==> src/rtl/result_string_ctrl.sv <==
// Binary result -> 4-char ASCII field via repeated subtraction, committed only in vblank.
// The string output is named str because "string" is a reserved SystemVerilog keyword.
module result_string_ctrl #(
    parameter int VAL_W    = 14,
    parameter bit LZ_BLANK = 1'b1
) (
    input  logic             pclk,
    input  logic             rst_n,
    input  logic             start,
    input  logic [VAL_W-1:0] value,
    input  logic             vblnk,
    output logic [31:0]      str,
    output logic             busy,
    output logic             done,
    output logic             overflow
);
    typedef enum logic [1:0] {IDLE, CONV, WAIT_VBLNK} state_t;

    localparam logic [VAL_W-1:0] MAX_VAL = VAL_W'(9999);

    state_t           state, state_nxt;
    logic [VAL_W-1:0] rem;
    logic [3:0]       digit;
    logic [1:0]       idx;
    logic [31:0]      staged;
    logic             ovf_stage;
    logic [VAL_W-1:0] w;
    logic             take;
    logic [31:0]      staged_ins, staged_fin;

    function automatic logic [VAL_W-1:0] weight(input logic [1:0] i);
        case (i)
            2'd3:    return VAL_W'(1000);
            2'd2:    return VAL_W'(100);
            2'd1:    return VAL_W'(10);
            default: return VAL_W'(1);
        endcase
    endfunction

    // Zeros above the first nonzero digit become spaces; units byte always kept.
    function automatic logic [31:0] blank_lz(input logic [31:0] s);
        logic [31:0] b;
        b = s;
        if (b[31:24] == 8'h30) begin
            b[31:24] = 8'h20;
            if (b[23:16] == 8'h30) begin
                b[23:16] = 8'h20;
                if (b[15:8] == 8'h30) b[15:8] = 8'h20;
            end
        end
        return b;
    endfunction

    always_comb begin
        w          = weight(idx);
        take       = (rem >= w);
        staged_ins = staged;
        staged_ins[{idx, 3'b000} +: 8] = {4'h3, digit};
        staged_fin = LZ_BLANK ? blank_lz(staged_ins) : staged_ins;
    end

    always_ff @(posedge pclk) begin
        if (!rst_n) state <= IDLE;
        else        state <= state_nxt;
    end

    always_comb begin
        state_nxt = state;
        case (state)
            IDLE:       if (start) state_nxt = (value > MAX_VAL) ? WAIT_VBLNK : CONV;
            CONV:       if (!take && idx == 2'd0) state_nxt = WAIT_VBLNK;
            WAIT_VBLNK: if (vblnk) state_nxt = IDLE;
            default:    state_nxt = IDLE;
        endcase
    end

    always_comb begin
        busy = (state != IDLE);
    end

    always_ff @(posedge pclk) begin
        if (!rst_n) begin
            str       <= 32'h20202020;
            done      <= 1'b0;
            overflow  <= 1'b0;
            rem       <= '0;
            digit     <= '0;
            idx       <= '0;
            staged    <= '0;
            ovf_stage <= 1'b0;
        end else begin
            done <= 1'b0;
            case (state)
                IDLE: if (start) begin
                    rem <= value;
                    if (value > MAX_VAL) begin
                        staged    <= 32'h2D2D2D2D;
                        ovf_stage <= 1'b1;
                    end else begin
                        idx       <= 2'd3;
                        digit     <= 4'd0;
                        ovf_stage <= 1'b0;
                    end
                end
                CONV: begin
                    if (take) begin
                        rem   <= rem - w;
                        digit <= digit + 4'd1;
                    end else begin
                        staged <= (idx == 2'd0) ? staged_fin : staged_ins;
                        digit  <= 4'd0;
                        if (idx != 2'd0) idx <= idx - 2'd1;
                    end
                end
                WAIT_VBLNK: if (vblnk) begin
                    str      <= staged;
                    overflow <= ovf_stage;
                    done     <= 1'b1;
                end
                default: ;
            endcase
        end
    end
endmodule

==> config.mk <==
export PLATFORM = sky130hd
export DESIGN_NAME = result_string_ctrl
export DESIGN_NICKNAME = d
export VERILOG_FILES = /design/src/rtl/result_string_ctrl.sv
export SDC_FILE = /design/constraint.sdc
export NUM_CORES = 1
export LEC_CHECK = 0
export BUFFER_PORTS_ARGS = -buffer_cell sky130_fd_sc_hd__clkbuf_2
export CAP_MARGIN = 10
export CORE_MARGIN = 2
export CORE_UTILIZATION = 45
export DETAILED_ROUTE_END_ITERATION = 16
export SLEW_MARGIN = 0
export SYNTH_ARGS = -nofsm -noshare
export SYNTH_HDL_FRONTEND = slang
export SYNTH_SLANG_ARGS = --single-unit
==> constraint.sdc <==
create_clock -name pclk -period 5.31 [get_ports pclk]
set_clock_uncertainty 0.05 [all_clocks]
set_input_delay 0.531 -clock pclk [delete_from_list [all_inputs] [get_ports pclk]]
set_output_delay 0.531 -clock pclk [all_outputs]
set_load 0.05 [all_outputs]
Yosys cells after proc, flatten, opt, wreduce, memory -nomap -nowiden
Cells that the tools add are included.
- flip-flop bits (word level): 89
- input port bits: 18
- $add $sub $neg: 4
- magnitude comparators: 2
- equality and inequality tests: 16
- shifts and indexed selects: 2
- multiplexer cells: 29
- reduce and logical (&&, ||, !) cells: 15
- operator list (cell ; count):
    32-bit 2-to-1 mux ; 4
    32-bit one-hot mux with 2 select lines ; 1
    32-bit bitwise mux ; 1
    8-bit by 7-bit variable shift with 32-bit output (first input constant) ; 1
    8-bit by 7-bit indexed part select with 32-bit output ; 1
    10-bit one-hot mux with 3 select lines ; 1
    14-bit 2-to-1 mux ; 2
    14-bit one-hot mux with 2 select lines ; 1
    8-bit by 6-bit == test with 1-bit output (second input constant) ; 3
    24-bit 2-to-1 mux ; 1
    16-bit 2-to-1 mux ; 1
    2-bit 2-to-1 mux ; 8
    2-bit != test (second input constant) ; 8
    14-bit >= comparator ; 1
    14-bit > comparator (second input constant) ; 1
    14-bit subtractor ; 1
    4-bit 2-to-1 mux ; 3
    3-bit AND reduction ; 3
    8-bit 2-to-1 mux ; 1
    4-bit one-hot mux with 2 select lines ; 1
    5-bit negation with 7-bit output ; 1
    2-bit == test (second input constant) ; 3
    2-bit one-hot mux with 3 select lines ; 1
    2-bit AND reduction ; 3
    other kinds (11) ; 16

Longest topological paths before layout
Gate-level depths: netlist (run 1).
- depth in word-level cells: 10
- depth in mapped cells: 12
- mapped depth without buffers: 10

Least setup slack after synthesis (run 1)
OpenSTA, ideal clock, no wires.
- path type: register to register
- start point: register idx[0]
- end point: register rem[11]
- arrival: 2.705 ns
- data required time: 5.186 ns
- slack: 2.481 ns
- cell stages (with the launch flop): 11
- buffers on the path: 0
- cell sequence: dfxtp_1 -> inv_1 -> ha_1 -> ha_1 -> fa_1 -> and2b_1 -> o211ai_2 -> a21oi_1 -> o31ai_1 -> or4_1 -> a31oi_1
- cells in the longest elaborated chain, start to end: 5
- RTL lines (what ; RTL line ; source):
    start: declaration ; 24 ; logic [1:0] idx;
    start signal: assignment ; 112 ; if (idx != 2'd0) idx <= idx - 2'd1;
    2-bit by 1-bit == test with 1-bit output / 2-bit == test (equally long branches) ; 32 ; case (i)
    10-bit one-hot mux with 3 select lines * ; 32 ;
    14-bit subtractor / 14-bit >= comparator (equally long branches) ; 107, 56 ;
    14-bit 2-to-1 mux / 2-bit != test (equally long branches) ; -- ;
    14-bit one-hot mux with 2 select lines / 3-bit AND reduction (equally long branches) ; -- ;
    end signal: assignment ; 95 ; rem <= value;
    end signal: assignment ; 107 ; rem <= rem - w;
    end: declaration ; 22 ; logic [VAL_W-1:0] rem;
Every way passes the cells marked *; elsewhere a longest branch is shown, timed or not. The select of a mux whose other input is x is not followed.
A chain may end at the register's enable or synchronous reset.

Worst setup path in the final report (run 1)
- start point: register idx[0]
- end point: register staged[16]
- cells in the longest elaborated chain, start to end: 9
- RTL lines (what ; RTL line ; source):
    5-bit negation with 7-bit output ; 58 ; staged_ins[{idx, 3'b000} +: 8] = {4'h3, digit};
    8-bit by 7-bit indexed part select with 32-bit output / 8-bit by 7-bit variable shift with 32-bit output (equally long branches) ; 58 ;
    32-bit bitwise mux ; 58 ;
    8-bit by 6-bit == test with 1-bit output ; 46 ; if (b[23:16] == 8'h30) begin
    16-bit 2-to-1 mux ; 46 ;
    24-bit 2-to-1 mux ; 44 ; if (b[31:24] == 8'h30) begin
    32-bit 2-to-1 mux ; 110 ; staged <= (idx == 2'd0) ? staged_fin : staged_ins;
    32-bit 2-to-1 mux ; 106 ; if (take) begin
    32-bit one-hot mux with 2 select lines ; 93 ; case (state)
    end signal: assignment ; 110 ;
    end: declaration ; 25 ; logic [31:0] staged;
Parallel ways exist; a longest one is shown, timed or not. The select of a mux whose other input is x is not followed.

==> metrics.yaml, run 1 <==
outcome:
  status: "finished clean"
yosys:
  synth_compound_area_share_pct: 25.10
  yosysUniqueCellTypes: 79
  yosys.area_share.adder_pct: 5.078
  synth_area_per_cell_um2: 8.245
  synth_edf_count: 0
  syn_inst: 526
  ys_seq_area_share_pct: 39.24
  synth_top_flop_cell: "dfxtp_1"
  synthMuxAreaShare_pct: 0.6924
  ys_ff_latch: 85
  synthSimpleGateAreaFrac_pct: 24.00
  synth_top_family_by_area: "compound AO/OA/AOI/OAI gates"
  syn_area_um2: 4337
  synth-xor-area-share_pct: 1.010
  ys_warn_count: 0
  synthArstFlopShare_pct: 0
pwr:
  power_density_nw_per_um2: 613.2
  ir_drop_v: 0.0003547
  leakage_nw: 1.892
min_path:
  min_to: "rem[3]"
  hold-path-cell-count: 3
  hold_start: "value[3]"
  worstHoldPathType: "input pin to flop"
sta:
  rsz0062_at_grt: "no"
  min_period_ps: 3604
  tns_ps: 0
  fmax_mhz: 277.5
  tightest_slew_ps: 1070
  slew_headroom_pct: 28.67
  finalSetupViolCount: 0
  fin_crit_sh_pct: 67.88
  drv_slew: 0
  hold_viol_final: 0
finish:
  drive_gt1_share_pct: 15.66
  finish.net_count: 592
  final_cell_mix: "nand2_1, dfxtp_1, a21oi_1, clkbuf_2, nor2_1"
  stdcell_area_um2: 4818
  stdcell_count: 691
  final_common_cell: "nand2_1"
  antenna_cells: 0
  syn2layout_area_growth_pct: 11.11
detailed_routing:
  drcViolationCount: 0
  wl_per_cell_um: 16.38
  drtIter0Drc: 194
  detail-route-antenna-nets: 0
  dr_total_vias: 3957
  wl_um: 11320
  routed_via_density: 5.726
  first_pass_iters: 6
clocking:
  htreeDepth: 3
  cts_tree: "done"
  cts_setup_buffers: 0
  cts_hold_buf: 0
  cts_buffer_depth: 2
  cts-resized-gates: 0
  root_buffer: "clkbuf_8"
  clk-insertion-delay-late_ps: 370
  cts_num_sinks: 85
  clk_pin_slew_ps: 90
  cts_made_buffers: 9
floorplan:
  initial_core_util_pct: 46.71
  die_y_um: 102.2
  die_x_um: 102.2
  die_area_um2: 10440
  num_rows: 35
  core_region_area_um2: 9284
  io_pins: 53
global_route:
  grt_pass1_wl_um: 19010
  grt_use_total_pct: 23.29
  grt_max_degree: 53
  grt.overflow.total: 0
  grt_pass1_vias: 3759
  grt_antenna_before_repair: 0
setup_path:
  r2r_slack_ps: 1710
  arrival_ps: 3820
  reg2reg_depth: 10
  r2r_end: "staged[16]"
  cp-start-kind: "flop"
  critPathKind: "flop to flop"
  required_ps: 5520
  cp_max_fo: 12
  r2r_start: "idx[0]"
  worst_setup_path_end_kind: "flop"
run:
  max_cap_viol_count: 0
placement:
  gp_congestion: 0.9004
  placed_cell_area_um2: 4629
  place_inst: 675
  port_buffers: 50
  dp_hpwl_um: 7941
[registers in the layout (all words and copies together) (netlist names), 2 cells and up]
name	flops
digit	4
idx	2
rem	14
staged	30
state	2
str	30
[worst max path at each step]
stage / from / endpoint / slack, ps / cells past startpoint
after floorplan: idx[0] / rem[11] / 2480 / 10
after global placement: idx[1] / staged[11] / 1870 / 9
after detailed placement: idx[0] / staged[16] / 1740 / 10
after CTS: idx[0] / staged[16] / 1730 / 10
after global routing: idx[0] / staged[16] / 1450 / 10
final: idx[0] / staged[16] / 1710 / 10
[synthesized netlist by cell type (4+ instances only)]
cell / instances / area share (%)
and2_1: 4 / 0.58
o21ai_0: 8 / 0.92
o21a_1: 6 / 1.0
and3_1: 5 / 0.72
a21oi_1: 50 / 5.8
a31oi_1: 13 / 1.9
nand3_1: 16 / 1.8
o21ai_1: 10 / 1.2
nand4_1: 7 / 1.0
o221a_2: 4 / 1.0
nor2b_1: 8 / 1.2
nor2_1: 33 / 2.9
ha_1: 16 / 4.6
nand3b_1: 5 / 0.87
a211oi_1: 5 / 0.87
o211ai_1: 4 / 0.69
nand2_1: 90 / 7.8
dfxtp_1: 85 / 39
buf_2: 10 / 1.2
nor3b_1: 7 / 1.2
nand2b_1: 8 / 1.2
clkbuf_1: 19 / 1.6
o311a_1: 5 / 1.2
inv_1: 13 / 1.1
a311oi_1: 4 / 0.81
o22ai_1: 5 / 0.72
nor3_1: 8 / 0.92
[cell families (layout without fill, tap and decap cells)]
family / Yosys count / count (layout)
flip-flops: 85 / 85
buffers and inverters: 49 / 84
AND/OR/NAND/NOR: 210 / 210
XOR/XNOR: 5 / 5
adder cells (fa/ha/maj): 17 / 17
AO/OA/AOI/OAI: 156 / 156
multiplexers: 3 / 3
other: 1 / 2
[metrics by stage]
| stage | total power [W] | utilization (%) | setup slack, ps | hold slack [ps] |
|---|---|---|---|---|
| after CTS | 0.002943 | 51.90 | 1729 | 345.7 |
| after global routing | 0.003185 | 51.90 | 1450 | 377.4 |
| final | 0.002955 | 51.90 | 1706 | 350.1 |
| after global placement | 0.002466 | 49.87 | 1870 | 391.8 |
| after detailed placement | 0.002483 | 49.87 | 1742 | 396.3 |
| after floorplan | 0.002131 | - | 2481 | 381.4 |
[worst max-delay path: stages (launching register included)]
cell and delay [ps]:
dfxtp_1 490, inv_1 150, ha_1 260, ha_1 210, fa_1 370, and2b_1 260, o211ai_2 130, a21o_1 210
a21oi_1 850, nor3_1 190, o221a_2 320
[metal layers]
metal	part of all wire [%]	vias up	global-route usage, %
met5	0	-	0
met4	1.6	0	7.487
met3	3.9	15	3.557
met2	46	110	36.99
met1	49	1864	32.59
li1	-	1968	-
[area by class of cell]
cell class / count / area, um2
repair buffers: 54 / 280.3
clock buffers: 10 / 137.6
fillers: 949 / 4466
multi-input cells: 393 / 2434
inverters: 14 / 52.55
clock inverters: 6 / 51.30
well taps: 129 / 161.4
flip-flops and latches: 85 / 1702
[report_power, final]
part	internal, W	switching [W]	total, W
Clock	0.000190	0.000262	0.000453
Sequential	0.000768	0.000129	0.000897
Combinational	0.000570	0.00104	0.00160
Note: power is estimated with default switching activity, not from simulation.
==> inputs of run 2 (changes only) <==
Settings changed: ABC_AREA set to 1.
Clock period 5.31 ns to 3.6 ns, I/O delays scaled along.
==> metrics.yaml, run 2 <==
clocking:
  cts_hold_buf: 0  # unchanged
  root_buffer: "clkbuf_8"
  clk_pin_slew_ps: 80  # about the same
  cts_buffer_depth: 2  # unchanged
  cts_setup_buffers: 0  # unchanged
  cts_made_buffers: 9  # unchanged
  htreeDepth: 3  # unchanged
  cts-resized-gates: 0  # unchanged
  cts_num_sinks: 85  # unchanged
  cts_tree: "done"
  clk-insertion-delay-late_ps: 360  # about the same
placement:
  gp_congestion: 0.8914  # -1.0%
  pre_cts_ws_ps: 518.3  # -1224 ps
  dp_hpwl_um: 7963  # +0.28%
  port_buffers: 50  # unchanged
setup_path:
  cp-start-kind: "flop"
  cpMaxStageDelayCell: "ha_1"
  cp_max_fo: 25  # +13
  worst_setup_path_end_kind: "flop"
  path_cells: "inv_1 -> ha_1 -> inv_1 -> ha_1 -> nand2_1 -> nor2_2 -> nand2_1 -> nand3_2 -> nand2_1 -> nand2_2 -> nand2_4 -> nand2_4 -> inv_2 -> o21ai_1 -> nand3_1 -> inv_1"
  critPathKind: "flop to flop"
  required_ps: 3860  # -1660 ps
  arrival_ps: 3330  # -490 ps
  max_stage_delay_ps: 430  # -420 ps
floorplan:
  die_x_um: 103.8  # +1.6%
  io_pins: 53  # unchanged
  num_rows: 36  # +2.9%
  die_y_um: 103.8  # +1.6%
  die_area_um2: 10780  # +3.2%
  core_region_area_um2: 9729  # +4.8%
  initial_core_util_pct: 46.08  # -0.63 points
finish:
  syn2layout_area_growth_pct: 11.05  # about the same
  utilization_pct: 51.17  # -0.73 points
  final_cell_mix: "nand2_1, nor2_1, dfxtp_1"
  drive_gt1_share_pct: 13.13  # -2.5 points
  final_common_cell: "nand2_1"
  top_regs: "staged (30), str (30), rem (14)"
  finish.net_count: 746  # +26%
  antenna_cells: 0  # unchanged
detailed_routing:
  first_pass_iters: 6  # unchanged
  detail-route-antenna-nets: 0  # unchanged
  routed.top_layer: "met4"
  drtIter0Drc: 271  # +40%
  drcViolationCount: 0  # unchanged
  routed_via_density: 5.024  # -12%
  wl_met1_um: 5605  # +1.7%
  dr_total_vias: 4265  # +7.8%
  dr_wl_met2_um: 4800  # -7.3%
  dr_wl_met3_um: 586  # +33%
  wl_um: 11100  # -1.9%
  wl_per_cell_um: 13.07  # -20%
outcome:
  status: "finished clean"
yosys:
  ys_seq_area_share_pct: 37.96  # -1.3 points
  synthArstFlopShare_pct: 0  # unchanged
  yosysMostFrequentCell: "nand2_1"
  synth_edf_count: 0  # unchanged
  syn_area_um2: 4483  # +3.4%
  yosysUniqueCellTypes: 37  # -53%
  ys_top_cells_by_count: "nand2_1, nor2_1, dfxtp_1"
  ys_ff_latch: 85  # unchanged
  ys_top_cells_by_area: "dfxtp_1, nand2_1, nor2_1"
  synth_area_per_cell_um2: 6.651  # -19%
  synth_top_area_share_pct: 37.96  # -1.3 points
  yosysTopAreaCell: "dfxtp_1"
  synth_top_flop_cell: "dfxtp_1"
  syn_inst: 674  # +28%
  ys_warn_count: 0  # unchanged
sta:
  tns_ps: 0  # unchanged
  fmax_mhz: 324.9  # +17%
  hold_viol_final: 0  # unchanged
  slew_headroom_pct: 32.38  # +3.7 points
  min_period_ps: 3078  # -526.5 ps
  rsz0062_at_grt: "no"
  finalWorstSetupSlack_ps: 522.3  # -1184 ps
  fin_crit_sh_pct: 85.49  # +18 points
  drv_slew: 0  # unchanged
  tightest_slew_ps: 1013  # -56.77 ps
  finalSetupViolCount: 0  # unchanged
pwr:
  leakage_nw: 2.326  # +23%
  finalPower_w: 0.005076  # +72%
  power_density_nw_per_um2: 1020  # +66%
  ir_drop_v: 0.0003541  # -0.16%
global_route:
  grt_pass1_wl_um: 19080  # +0.36%
  grt_pass1_vias: 3964  # +5.5%
  grt_antenna_before_repair: 0  # unchanged
  grt.overflow.total: 0  # unchanged
  grt_max_degree: 57  # +7.5%
  grt_use_total_pct: 21.56  # -1.7 points
min_path:
  worstHoldPathType: "input pin to flop"
run:
  max_cap_viol_count: 0  # unchanged
run 2: cell count changes after synthesis, sizes merged, moves of 6 or more:
cell / previous run / this run
nand3: 16 / 54
nand2: 90 / 156
nor2: 34 / 111
a31oi: 14 / 1
o221a: 6 / 0
o21a: 6 / 0
nor3b: 7 / 1
o21ai: 18 / 53
nor2b: 8 / 0
a21oi: 53 / 59
inv: 13 / 74
nand2b: 8 / 0
run 2: final timing paths:
kind          start    endpoint  slack [ps]  cells after the start
min reg2reg  str[0]      str[0]         420                      2
min           vblnk    state[1]         240                      3
max          idx[0]  staged[23]         520                     16
max reg2reg  idx[0]  staged[23]         520                     16
run 2: per-stage QoR:
step,instances,cell area (um2),hold WS (ps)
floorplan,675,4487,379.6
global placement,833,4783,400.4
detailed placement,833,4783,407.6
CTS,849,4979,230.7
global route,849,4979,260.5
finish,849,4979,242.1
run 2: metal layers:
layer | track usage (%) | up-vias
li1 | - | 2229
met1 | 31.27 | 1923
met3 | 4.594 | 6
met4 | 5.792 | 0
met2 | 32.38 | 107
met5 | 0 | -
run 2: cell type report:
class,count,area (um2)
Sequential cell,85,1702
Timing Repair Buffer,53,272.8
Multi-Input combinational cell,487,2361
Inverter,75,281.5
Fill cell,1013,4751
Clock inverter,5,43.79
Tap cell,133,166.4
Clock buffer,11,151.4
run 2: worst max-delay path, delay by kind of cell (launching register included):
| kind | cells | cell delay [ps] |
|---|---|---|
| AND/OR/NAND/NOR | 9 | 980 |
| adder cells (fa/ha/maj) | 2 | 820 |
| buffers and inverters | 4 | 650 |
| flip-flops | 1 | 400 |
| AO/OA/AOI/OAI | 1 | 130 |
run 2: logic make-up after synthesis:
kind of cell,Yosys count,synth area share [%]
AND/OR/NAND/NOR,343,32.43
AO/OA/AOI/OAI,119,13.96
buffers and inverters,103,9.461
flip-flops,85,37.96
adder cells (fa/ha/maj),17,4.912
XOR/XNOR,5,0.9770
other,1,0.08365
multiplexers,1,0.2233
run 2: report_power, final:
part | total (W) | switching (W) | internal, W
sequential | 0.00143 | 0.000199 | 0.00123
combinational | 0.00298 | 0.00205 | 0.000935
clock | 0.000668 | 0.000372 | 0.000296
